[src/rtl/encoder_8x3.sv]
// Registered 8-to-3 priority encoder with valid/multi-hot status flags.
// Optional sticky multi-hot error flag enabled by defining ENCODER_8X3_STICKY_ERR_EN.
module encoder_8x3 #(
  parameter bit LOW_WINS = 1'b0
) (
  input  logic clk,
  input  logic rst,
  input  logic d0,
  input  logic d1,
  input  logic d2,
  input  logic d3,
  input  logic d4,
  input  logic d5,
  input  logic d6,
  input  logic d7,
  output logic b0,
  output logic b1,
  output logic b2,
  output logic valid,
  output logic multi
`ifdef ENCODER_8X3_STICKY_ERR_EN
  ,
  output logic err_sticky
`endif
);

  logic [7:0] req;
  logic [2:0] idx_next;
  logic       valid_next;
  logic       multi_next;

  assign req = {d7, d6, d5, d4, d3, d2, d1, d0};

  // The last set bit visited wins, so scan order selects the priority direction.
  always_comb begin
    // NOTE: assign a default before any conditional logic so no path leaves idx_next unassigned (no latch).
    idx_next = 3'b000;
    if (LOW_WINS) begin
      for (int i = 7; i >= 0; i--) begin
        if (req[i]) idx_next = 3'(i);
      end
    end else begin
      for (int i = 0; i < 8; i++) begin
        if (req[i]) idx_next = 3'(i);
      end
    end
  end

  assign valid_next = |req;
  // Clearing the lowest set bit leaves something only when two or more bits were set.
  assign multi_next = (req & (req - 8'd1)) != 8'd0;

  always_ff @(posedge clk) begin
    // NOTE: sequential state uses non-blocking assignments so all registers update from pre-edge values.
    if (rst) begin
      {b2, b1, b0} <= 3'b000;
      valid        <= 1'b0;
      multi        <= 1'b0;
    end else begin
      {b2, b1, b0} <= idx_next;
      valid        <= valid_next;
      multi        <= multi_next;
    end
  end

`ifdef ENCODER_8X3_STICKY_ERR_EN
  // Set on the same edge that registers multi=1; only reset clears it.
  always_ff @(posedge clk) begin
    if (rst) begin
      err_sticky <= 1'b0;
    end else if (multi_next) begin
      err_sticky <= 1'b1;
    end
  end
`endif

endmodule

[config.mk]
export PLATFORM = sky130hd
export DESIGN_NAME = encoder_8x3
export DESIGN_NICKNAME = d
export VERILOG_FILES = /design/src/rtl/encoder_8x3.sv
export SDC_FILE = /design/constraint.sdc
export NUM_CORES = 1
export LEC_CHECK = 0
export CORE_AREA = 2 2 39 41
export CTS_CLUSTER_SIZE = 24
export DETAILED_ROUTE_END_ITERATION = 12
export DIE_AREA = 0 0 41 43
export PLACE_DENSITY_LB_ADDON = 0.2
export SYNTH_ARGS = -nofsm -noshare
export SYNTH_HDL_FRONTEND = slang
export SYNTH_SLANG_ARGS = --single-unit
[constraint.sdc]
create_clock -name clk -period 1.05 [get_ports clk]
set_clock_uncertainty 0.2 [all_clocks]
set_input_delay 0.105 -clock clk [delete_from_list [all_inputs] [get_ports clk]]
set_output_delay 0.105 -clock clk [all_outputs]
set_load 0.05 [all_outputs]
==> impl_results.md <==
* Status: finished clean
* Detailed Place HPWL at 449 um
* Net Count, Synth at 35
* CTS tree: built
* Leak at 0.220 nW
* Post-CTS setup buffers at 0
* Dpl cells at 59
* Max cap viols at 0
* Rows at 14
* Placed Area at 464 um2
* Diode count at 0
* Final std cells w/o fill at 63
* Highest clock rate at 963 MHz
* Yosys synthesis warning count at 0
* Synth Flop Type: dfxtp_1
* Post-route cell area at 494 um2
* Cts bufs inserted at 3
* Via count at 274
* CTS clk-pin slew, worst paths at 40 ps
* Initial antenna violation count at 0
* Total Power at 0.614 mW
* Post-synth EDFFs at 0
* Global-route wire length before repair at 841 um
* WP data required at 960 ps
* Cts hold-fix bufs at 0
* Worst VDD drop at 0.285 mV
* Clock buffer depth at 2
* Hold Violations, Final at 0
* Total track usage at 7.55%
* CP Launch Type: input port
* CTS HTree Levels at 1
* Congestion Overflow GR at 0
* Distinct cells, synth at 14
* Sequential area share after synthesis at 44.7%
* HP Start: d2
* Pins Over Slew Limit at 0
* Setup violations, final at 0
* Area growth syn-to-layout at 121%
* Relative slew slack at 83.3%
* Avg Inst Size Synth at 8.96 um2
* Fin nets at 58
* Hold depth at 3
* Actual slew at the worst max-slew pin at 249 ps
* Vias/cell at 4.35
* Element type at the critical path end: flip-flop
* CTS sink count at 5
* CORE AREA at 1380 um2
* Min-delay worst type: input port to flip-flop
* Pwr Density at 1240 nW/um2
* WL per Instance at 8.70 um
* Die footprint at 1760 um2
* Pin count of the biggest net entering global routing at 6
* IO Pins at 15
* Post-Syn Instances at 25
* Cell area after synthesis at 224 um2
* Vias in the first global route at 239
* Initial core utilization at 16.2%
* Async set-reset flop share out of synthesis at 0%
* DRC Markers at 0
* Hold Path End: valid$_SDFF_PP0_
* Drt pass-1 iters at 3
* Worst path arrival time at 950 ps
* Ratio of final minimum period to clock period at 98.9%
* Setup ws final at 12.0 ps
* Total Wirelength at 548 um
* RSZ-0062 raised after global routing: yes
* Highest-count cells in the layout ignoring fill and taps: a21oi_1, dfxtp_2, buf_12
* DRT antenna net count at 0
* #FFs+latches synth at 5
* Root buffer cell: clkbuf_4
* Dpl ws at -521 ps
* Die H at 43 um
* Die W at 41 um
* Initial DRC count at 1
* Crit path time final at 1040 ps
* Crit path kind: input port to flip-flop
* PortBufs at 14
* GP Congestion at 0.800
* Crit-path max FO at 4
* Fraction of layout cells with a size suffix above 1 at 46.8%
-- power breakdown --
part,switching (mW),internal [mW]
clock,0.0804,0.144
combinational,0.0826,0.0920
sequential,0.00932,0.206
total,0.172,0.442
-- worst max-delay path by stage --
stage | startpoint | end | depth (start not counted)
after detailed placement | d4 | multi$_SDFF_PP0_ | 4
after floorplan | d0 | multi$_SDFF_PP0_ | 3
after global placement | d4 | multi$_SDFF_PP0_ | 4
final | d4 | multi$_SDFF_PP0_ | 4
after global routing | d4 | multi$_SDFF_PP0_ | 4
after CTS | d6 | multi$_SDFF_PP0_ | 4
-- cells by family (layout without fill, tap and decap cells) --
kind of cell	after synthesis	after routing	share of synthesized area, %
compound gates	12	12	34.6
flops	5	5	44.7
buf+inv	2	24	3.35
simple gates	5	5	12.3
fa+ha+maj	1	1	5.03
-- synthesized netlist by cell type (2+ instances only) --
| cell | instances | area, um2 |
|---|---|---|
| a21oi_1 | 5 | 25.0 |
| inv_1 | 2 | 7.51 |
| dfxtp_1 | 5 | 100 |
| o21ai_0 | 2 | 10.0 |
| nor2_1 | 2 | 7.51 |
-- per-stage QoR --
| step | util [%] | setup TNS [ps] | hold WS (ps) |
|---|---|---|---|
| floorplan | - | 0 | -25.9 |
| detailed placement | 33.5 | -1860 | 353 |
| CTS | 35.9 | 0 | 133 |
| finish | 35.7 | 0 | 11.9 |
| global route | 35.7 | -8.43 | 18.3 |
| global placement | 33.5 | -1810 | 352 |
-- critical path: stages --
cell,delay [ps]
clkdlybuf4s15_2,200
maj3_2,300
o31ai_1,220
a221oi_1,110
-- routing by layer --
layer,vias to the layer above,global-route usage [%],wire (um)
met5,-,0,0
met3,2,1.57,36
li1,142,-,-
met4,0,10.0,14
met1,119,8.12,217
met2,11,10.0,279
-- flip-flops by register name, indices dropped and copies added (netlist names) --
name / flops
valid: 1
b2: 1
multi: 1
b0: 1
b1: 1
-- cell type report --
type	instances	area, um2
clock buffers	4	26.3
well taps	16	20.0
flip-flops and latches	5	106
inverters	2	7.51
multi-input cells	18	123
repair buffers	18	211
fillers	134	890
-- what timing repair did --
action / CTS / global route
pin swaps: 3 / 1
setup endpoints to repair: 6 / 7
hold endpoints to repair: 0 / 0
resized for setup: 15 / 7
cloned: 0 / 0
No activity file was read; power rests on OpenSTA's default activity.
